### src/rtl/gt_bus_pkg.sv
// Shared bus definitions for the cartridge ROM port: requester tags and
// default widths used by the arbiter and the top-level address decode.
package gt_bus_pkg;

    localparam int ADDR_W_DEF = 16;
    localparam int DATA_W_DEF = 8;

    localparam logic [15:0] ROM_BASE = 16'h8000;

    typedef enum logic [1:0] {
        REQ_NONE = 2'd0,
        REQ_CPU  = 2'd1,
        REQ_DMA  = 2'd2
    } req_tag_e;

endpackage

### src/rtl/gt_rd_tag_pipe.sv
// Fixed-depth shift register of requester tags; the tag leaving the last
// stage names the port that owns the mapper read data in that cycle.
module gt_rd_tag_pipe
    import gt_bus_pkg::*;
#(
    parameter int DEPTH = 1
) (
    input  logic     sys_clk,
    input  logic     reset,
    input  req_tag_e i_tag,
    output req_tag_e o_tag
);

    req_tag_e r_stage [DEPTH];

    always_ff @(posedge sys_clk or posedge reset) begin
        if (reset) begin
            for (int i = 0; i < DEPTH; i++) begin
                r_stage[i] <= REQ_NONE;
            end
        end else begin
            r_stage[0] <= i_tag;
            for (int i = 1; i < DEPTH; i++) begin
                r_stage[i] <= r_stage[i-1];
            end
        end
    end

    assign o_tag = r_stage[DEPTH-1];

endmodule

### src/rtl/gt_rom_bus_arbiter.sv
// CPU/DMA arbiter for the ROM mapper port: fixed CPU priority with a
// starvation guard, registered issue stage and tagged read-data return.
module gt_rom_bus_arbiter
    import gt_bus_pkg::*;
#(
    parameter int ADDR_W      = ADDR_W_DEF,
    parameter int DATA_W      = DATA_W_DEF,
    parameter int ROM_LATENCY = 1,
    parameter int CPU_MAX_RUN = 4
) (
    input  logic              sys_clk,
    input  logic              reset,
    input  logic              cpu_req,
    input  logic [ADDR_W-1:0] cpu_addr,
    input  logic              cpu_rnw,
    input  logic [DATA_W-1:0] cpu_wdata,
    output logic              cpu_gnt,
    output logic [DATA_W-1:0] cpu_rdata,
    output logic              cpu_rvalid,
    input  logic              dma_req,
    input  logic [ADDR_W-1:0] dma_addr,
    input  logic              dma_rnw,
    input  logic [DATA_W-1:0] dma_wdata,
    output logic              dma_gnt,
    output logic [DATA_W-1:0] dma_rdata,
    output logic              dma_rvalid,
    output logic              rom_ce,
    output logic              rom_rnw,
    output logic [ADDR_W-1:0] rom_addr,
    output logic [DATA_W-1:0] rom_wdata,
    input  logic [DATA_W-1:0] rom_rdata,
    output logic              dma_boost
);

    logic [3:0]        r_run_cnt;
    logic              r_dma_boost;
    logic              r_rom_ce;
    logic              r_rom_rnw;
    logic [ADDR_W-1:0] r_rom_addr;
    logic [DATA_W-1:0] r_rom_wdata;
    logic [DATA_W-1:0] r_cpu_hold;
    logic [DATA_W-1:0] r_dma_hold;
    req_tag_e          r_issue_tag;

    logic              w_run_max;
    logic              w_cpu_gnt;
    logic              w_dma_gnt;
    logic              w_sel_rnw;
    logic [ADDR_W-1:0] w_sel_addr;
    logic [DATA_W-1:0] w_sel_wdata;
    logic [3:0]        w_run_next;
    req_tag_e          w_new_tag;
    req_tag_e          w_ret_tag;

    assign w_run_max = (r_run_cnt == 4'(CPU_MAX_RUN));

    always_comb begin
        w_cpu_gnt   = !reset && cpu_req && (!dma_req || !w_run_max);
        w_dma_gnt   = !reset && dma_req && !w_cpu_gnt;
        w_sel_rnw   = w_dma_gnt ? dma_rnw   : cpu_rnw;
        w_sel_addr  = w_dma_gnt ? dma_addr  : cpu_addr;
        w_sel_wdata = w_dma_gnt ? dma_wdata : cpu_wdata;

        w_new_tag = REQ_NONE;
        if (w_cpu_gnt && cpu_rnw) begin
            w_new_tag = REQ_CPU;
        end else if (w_dma_gnt && dma_rnw) begin
            w_new_tag = REQ_DMA;
        end

        // Run length only counts CPU wins while DMA is actually waiting.
        w_run_next = r_run_cnt;
        if (!dma_req || w_dma_gnt) begin
            w_run_next = 4'd0;
        end else if (w_cpu_gnt && !w_run_max) begin
            w_run_next = r_run_cnt + 4'd1;
        end
    end

    always_ff @(posedge sys_clk or posedge reset) begin
        if (reset) begin
            r_run_cnt   <= 4'd0;
            r_dma_boost <= 1'b0;
            r_rom_ce    <= 1'b0;
            r_rom_rnw   <= 1'b1;
            r_rom_addr  <= '0;
            r_rom_wdata <= '0;
            r_cpu_hold  <= '0;
            r_dma_hold  <= '0;
            r_issue_tag <= REQ_NONE;
        end else begin
            r_run_cnt   <= w_run_next;
            r_dma_boost <= (w_run_next == 4'(CPU_MAX_RUN));
            r_issue_tag <= w_new_tag;
            r_rom_ce    <= w_cpu_gnt || w_dma_gnt;
            if (w_cpu_gnt || w_dma_gnt) begin
                r_rom_rnw   <= w_sel_rnw;
                r_rom_addr  <= w_sel_addr;
                r_rom_wdata <= w_sel_wdata;
            end else begin
                r_rom_rnw   <= 1'b1;
            end
            if (w_ret_tag == REQ_CPU) begin
                r_cpu_hold <= rom_rdata;
            end
            if (w_ret_tag == REQ_DMA) begin
                r_dma_hold <= rom_rdata;
            end
        end
    end

    // Tag enters after the issue register, so it exits with the mapper data.
    gt_rd_tag_pipe #(
        .DEPTH (ROM_LATENCY)
    ) u_tag_pipe (
        .sys_clk (sys_clk),
        .reset   (reset),
        .i_tag   (r_issue_tag),
        .o_tag   (w_ret_tag)
    );

    assign cpu_gnt    = w_cpu_gnt;
    assign dma_gnt    = w_dma_gnt;
    assign cpu_rvalid = (w_ret_tag == REQ_CPU);
    assign dma_rvalid = (w_ret_tag == REQ_DMA);
    assign cpu_rdata  = cpu_rvalid ? rom_rdata : r_cpu_hold;
    assign dma_rdata  = dma_rvalid ? rom_rdata : r_dma_hold;
    assign rom_ce     = r_rom_ce;
    assign rom_rnw    = r_rom_rnw;
    assign rom_addr   = r_rom_addr;
    assign rom_wdata  = r_rom_wdata;
    assign dma_boost  = r_dma_boost;

endmodule

### config.mk
export PLATFORM = sky130hd
export DESIGN_NAME = gt_rom_bus_arbiter
export DESIGN_NICKNAME = d
export VERILOG_FILES = /design/src/rtl/gt_bus_pkg.sv /design/src/rtl/gt_rd_tag_pipe.sv /design/src/rtl/gt_rom_bus_arbiter.sv
export SDC_FILE = /design/constraint.sdc
export NUM_CORES = 1
export LEC_CHECK = 0
export ABC_AREA = 1
export ABC_CLOCK_PERIOD_IN_PS = 1930
export BUFFER_PORTS_ARGS = -buffer_cell sky130_fd_sc_hd__buf_2
export CORE_UTILIZATION = 41
export DETAILED_ROUTE_END_ITERATION = 10
export PLACE_DENSITY = 0.75
export SYNTH_ARGS = -nofsm -noshare
export SYNTH_HDL_FRONTEND = slang
export SYNTH_HIERARCHICAL = 1
export SYNTH_SLANG_ARGS = --single-unit
### constraint.sdc
create_clock -name sys_clk -period 1.93 [get_ports sys_clk]
set_input_delay 0.386 -clock sys_clk [delete_from_list [all_inputs] [get_ports sys_clk]]
set_output_delay 0.386 -clock sys_clk [all_outputs]
set_load 0.02 [all_outputs]
-- Word-level counts from Yosys, hierarchy flattened
Cells that the tools add are included.
- register bits after elaboration: 51
- bits of input ports: 62
- add/sub/neg operators: 1
- equality and inequality tests: 4
- multiplexer cells: 10
- reductions and logical operators: 14
- operators by type and width (cell ; number):
    two-way mux 8 bit ; 3
    two-way mux 16 bit ; 1
    == test 4 x 3 -> 1 bit (second input constant) ; 2
    two-way mux 4 bit ; 2
    logical AND 1 bit ; 7
    adder 4 x 1 -> 4 bit (second input constant) ; 1
    logical NOT 1 bit ; 4
    two-way mux 2 bit ; 2
    logical OR 1 bit ; 3
    == test 2 x 1 -> 1 bit (second input constant) ; 1
    == test 2 bit (second input constant) ; 1
    two-way mux 1 bit ; 2

-- Longest topological paths before layout
- depth in word-level cells: 9
- mapped depth: 9
- mapped depth without buffers: 9

-- Hierarchy
Netlist, hierarchy kept.
- by module, submodules not included (module ; times used ; cells an instance ; area each (sq um) ; seq. area each (sq um)):
    gt_rom_bus_arbiter ; 1 ; 254 ; 2234.6 ; 1227.4
    gt_rd_tag_pipe ; 1 ; 3 ; 53.8 ; 50.0

-- Worst setup path before layout
Ideal clock, no wire load.
- kind: flip-flop to output port
- start point: register u_tag_pipe.r_stage (netlist bit u_tag_pipe/o_tag[1])
- end point: output port cpu_rdata[0]
- arrival: 1610 ps
- required time: 1544 ps
- slack: -66 ps
- stages on the path, launching flop included: 5
- buffers on the path: 1
- cells stage by stage: dfrtp_1 > nor2_1 > inv_1 > clkbuf_1 > o21ai_0
- word-level cells in the longest chain between the ends: 2
- ends and longest elaborated chain (element ; RTL line ; text):
    from (decl) ; gt_rd_tag_pipe.sv:14 ; req_tag_e r_stage [DEPTH];
    from (signal, indexed assignment) ; gt_rd_tag_pipe.sv:24 ; r_stage[i] <= r_stage[i-1];
    == test 2 x 1 -> 1 bit ; gt_rom_bus_arbiter.sv:124 ; assign cpu_rvalid = (w_ret_tag == REQ_CPU);
    via cpu_rvalid ; gt_rom_bus_arbiter.sv:19 ; output logic cpu_rvalid,
    two-way mux 8 bit ; n/a ;
    to (decl) ; gt_rom_bus_arbiter.sv:18 ; output logic [DATA_W-1:0] cpu_rdata,
The timed path passes the listed nets, and every way through them passes these cells.

-- Final worst setup path
- start point: register r_run_cnt[1]
- end point: output port dma_gnt
- word-level cells in the longest chain between the ends: 6
- ends and longest elaborated chain (element ; RTL line ; text):
    from (decl) ; gt_rom_bus_arbiter.sv:35 ; logic [3:0] r_run_cnt;
    from (signal assigned) ; gt_rom_bus_arbiter.sv:92 ; r_run_cnt <= w_run_next;
    == test 4 x 3 -> 1 bit ; gt_rom_bus_arbiter.sv:55 ; assign w_run_max = (r_run_cnt == 4'(CPU_MAX_RUN));
    logical NOT 1 bit ; gt_rom_bus_arbiter.sv:58 ; w_cpu_gnt = !reset && cpu_req && (!dma_req || !w_run_max);
    logical OR 1 bit ; gt_rom_bus_arbiter.sv:58 ;
    logical AND 1 bit ; gt_rom_bus_arbiter.sv:58 ;
    logical NOT 1 bit ; gt_rom_bus_arbiter.sv:59 ; w_dma_gnt = !reset && dma_req && !w_cpu_gnt;
    logical AND 1 bit ; gt_rom_bus_arbiter.sv:59 ;
    to (decl) ; gt_rom_bus_arbiter.sv:24 ; output logic dma_gnt,
No other way between the ends.

==> impl_metrics.py <==
metrics = {
    "yosys": {
        "synth_area_um2": 2290,
        "yosys-top-cells-area": "dfrtp_1 (55%), nand2_1 (13%), nand3_1 (9.8%)",
        "synth_top_family_by_area": "simple AND/OR/NAND/NOR gates",
        "synth_common_cells": "nand2_1 (81), dfrtp_1 (50), nand3_1 (45)",
        "yosysWarnings": 6,
        "yosysUniqueCellTypes": 22,
        "synth_edf_count": 0,
        "synth_compound_area_share_pct": 3.94,
        "muxShareOfSynthArea_pct": 0,
        "synth_cells": 257,
        "synthSimpleGateAreaFrac_pct": 31.1,
        "synth-xor-area-share_pct": 0.383,
        "synth_top_area_cell": "dfrtp_1",
        "synth_seq_cells": 51,
        "synth_seq_area_share_pct": 55.8,
        "synth_top_area_share_pct": 54.7,
        "syn_avg_cell_area_um2": 8.90,
        "synth_async_sr_flop_share_pct": 100,
        "synth_most_common_cell": "nand2_1",
        "synth_ff_type": "dfrtp_1",
        "synth_fa_ha_area_share_pct": 1.09,
        "syn_nets": 321,
    },
    "floorplanning": {
        "initial_core_util_pct": 43.7,
        "io_pins": 109,
        "dieWidth_um": 76.7,
        "num_rows": 26,
        "die_h_um": 76.7,
        "core_region_area_um2": 5240,
        "dieArea_um2": 5880,
    },
    "detailed_routing": {
        "wl_um": 5390,
        "antenna_left": 0,
        "wire_per_inst_um": 12.1,
        "viasPerCell": 4.76,
        "dr_total_vias": 2119,
        "drt_iter0_markers": 134,
        "drt-pass1-iter-count": 4,
        "drc": 0,
    },
    "power_and_ir_drop": {
        "power_leakage_nw": 1.74,
        "fin_total_pwr_mw": 2.61,
        "power_density_nw_per_um2": 855,
        "ir_drop_uv": 404,
    },
    "placement": {
        "port_buffers": 108,
        "dpl.cell_count": 430,
        "dp_hpwl_um": 3840,
        "routabilityCongestion": 0.818,
        "preCtsSetupSlack_ps": 237,
        "placed_area_um2": 2880,
    },
    "setup_path": {
        "crit_fanout": 5,
        "crit_top_cell": "nand3_4",
        "reg2regPathDepth": 8,
        "critical_path_arrival_ps": 1480,
        "max_stage_delay_ps": 400,
        "crit_chain": "inv_2 -> ha_4 -> nand3_4 -> nand2_4 -> nand3_4 -> inv_8 -> buf_4",
        "crit_path_end_kind": "output port",
        "required_ps": 1540,
        "crit_slowest_cell": "dfrtp_1",
        "path_class": "reg2out",
        "startpoint_type": "flop",
    },
    "layout": {
        "nNetsFinal": 438,
        "post-route-util_pct": 58.2,
        "antenna_cells": 0,
        "stdcell_count": 445,
        "stdcell_area_um2": 3050,
        "synthToLayoutAreaGrowth_pct": 33.3,
        "drive_above_1_share_pct": 40.0,
    },
    "global_route": {
        "grt_max_degree": 27,
        "grt_pass1_wl_um": 9250,
        "overflow": 0,
        "grt_use_total_pct": 19.6,
        "grt_pass1_vias": 2058,
        "antenna_found_initial": 0,
    },
    "clock_network": {
        "worstSkewPairLatency_ps": 300,
        "ctsRootBufferMaster": "clkbuf_8",
        "htree_num_levels": 2,
        "clkSinkCount": 51,
        "cts_tree": "built",
        "clk_path_buf_depth": 2,
        "path_clk_slew_ps": 90,
        "cts_buffers": 5,
    },
    "sta": {
        "skew_ps": 5.65,
        "worst_slew_pin_slew_ps": 417,
        "hold_violations": 0,
        "rsz0062_at_grt": "yes",
        "slew_violations": 0,
        "min_period_over_period_pct": 96.5,
        "finalCriticalPeriod_ps": 1860,
        "max_freq_ghz": 0.537,
        "maxSlewHeadroom_pct": 72.1,
        "timing.final.ws_setup_ps": 67.5,
        "setup_violations": 0,
    },
    "min_path": {
        "hold_class": "in2async",
    },
    "job": {
        "cap_violations": 0,
    },
    "outcome": {
        "status": "finished clean",
    },
}
-- path summary, 6_finish.rpt --
| check | start | to | slack [ps] |
|---|---|---|---|
| max reg2reg | r_run_cnt[1] | rom_wdata[2] | 410 |
| max | r_run_cnt[1] | dma_gnt | 70 |
| min | reset | r_run_cnt[2] | 260 |
| min reg2reg | r_issue_tag[0] | u_tag_pipe/o_tag[0] | 360 |
| max in group asynchronous | reset | rom_addr[13] | 1150 |
| min in group sys_clk | cpu_rnw | r_issue_tag[0] | 290 |
-- logic make-up (layout without fill, tap and decap cells) --
group	count (synthesis)	count (layout)
flops	51	51
simple gates	148	148
compound gates	18	18
fa+ha+maj	2	2
buf+inv	37	155
xor+xnor	1	1
-- metrics by stage --
| step | setup TNS (ps) | hold WS [ps] |
|---|---|---|
| detailed placement | 0 | 291 |
| global placement | 0 | 290 |
| global route | -61.8 | 291 |
| floorplan | -528 | 127 |
| finish | 0 | 261 |
| CTS | 0 | 258 |
-- layout make-up --
cell class / instances / area (um^2)
clock buffer: 5 / 68.8
multi-input combinational: 169 / 851
timing repair buffer: 120 / 638
sequential: 51 / 1280
inverter: 27 / 109
tap: 70 / 87.6
fill: 485 / 2190
clock inverter: 3 / 18.8
-- flip-flops by register name, summed over array words and instances, names as in the netlist --
name and flops:
rom_addr 16, r_cpu_hold 8, r_dma_hold 8, rom_wdata 8
r_run_cnt 4, r_issue_tag 2, u_tag_pipe/o_tag 2, dma_boost 1
rom_ce 1, rom_rnw 1
-- power breakdown --
part | internal (mW) | switching [mW] | leakage [nW] | total, mW
combinational | 0.260 | 0.467 | 1.06 | 0.727
sequential | 1.22 | 0.0611 | 0.629 | 1.28
clock | 0.256 | 0.346 | 0.0483 | 0.601
total | 1.73 | 0.873 | 1.74 | 2.61
-- worst max-delay path: cells and delay by family, from the launching register on --
kind          cells  cell delay [ps]
simple gates      3              320
fa+ha+maj         1              150
flops             1              400
buf+inv           3              300
-- placed cells by master, fill, tap and decap left out --
cell / netlist / final
buf_2: 5 / 107
nand2_1: 81 / 80
dfrtp_1: 50 / 50
nand3_1: 45 / 45
inv_1: 24 / 21
o21ai_0: 17 / 13
buf_4: 0 / 11
nand3_2: 8 / 8
nor2_1: 7 / 7
inv_2: 2 / 5
clkbuf_8: 0 / 5
nand2_2: 3 / 4
o21ai_1: 0 / 4
nand3_4: 2 / 2
clkinv_2: 0 / 2
dlygate4sd3_1: 0 / 2
nor2_4: 1 / 1
nand2_4: 1 / 1
inv_8: 0 / 1
a21oi_1: 1 / 1
xor2_1: 1 / 1
ha_4: 0 / 1
ha_1: 2 / 1
inv_6: 0 / 1
dfstp_2: 1 / 1
-- per-layer routing --
metal | vias up | global-route usage [%] | routed length, um
met5 | - | 0 | 0
met4 | 0 | 6.35 | 97
met3 | 13 | 3.81 | 302
met2 | 77 | 34.6 | 2670
met1 | 975 | 23.8 | 2320
li1 | 1054 | - | -
-- repair_timing --
item | CTS | global route
setup endpoints to repair | 9 | 7
hold buffers | 2 | 0
pin swaps | 0 | 1
gates resized for setup | 11 | 2
gates cloned | 0 | 0
endpoints found under the hold margin | 5 | 0
buffers inserted | 1 | 4
Power figures use the tool's default switching activity.
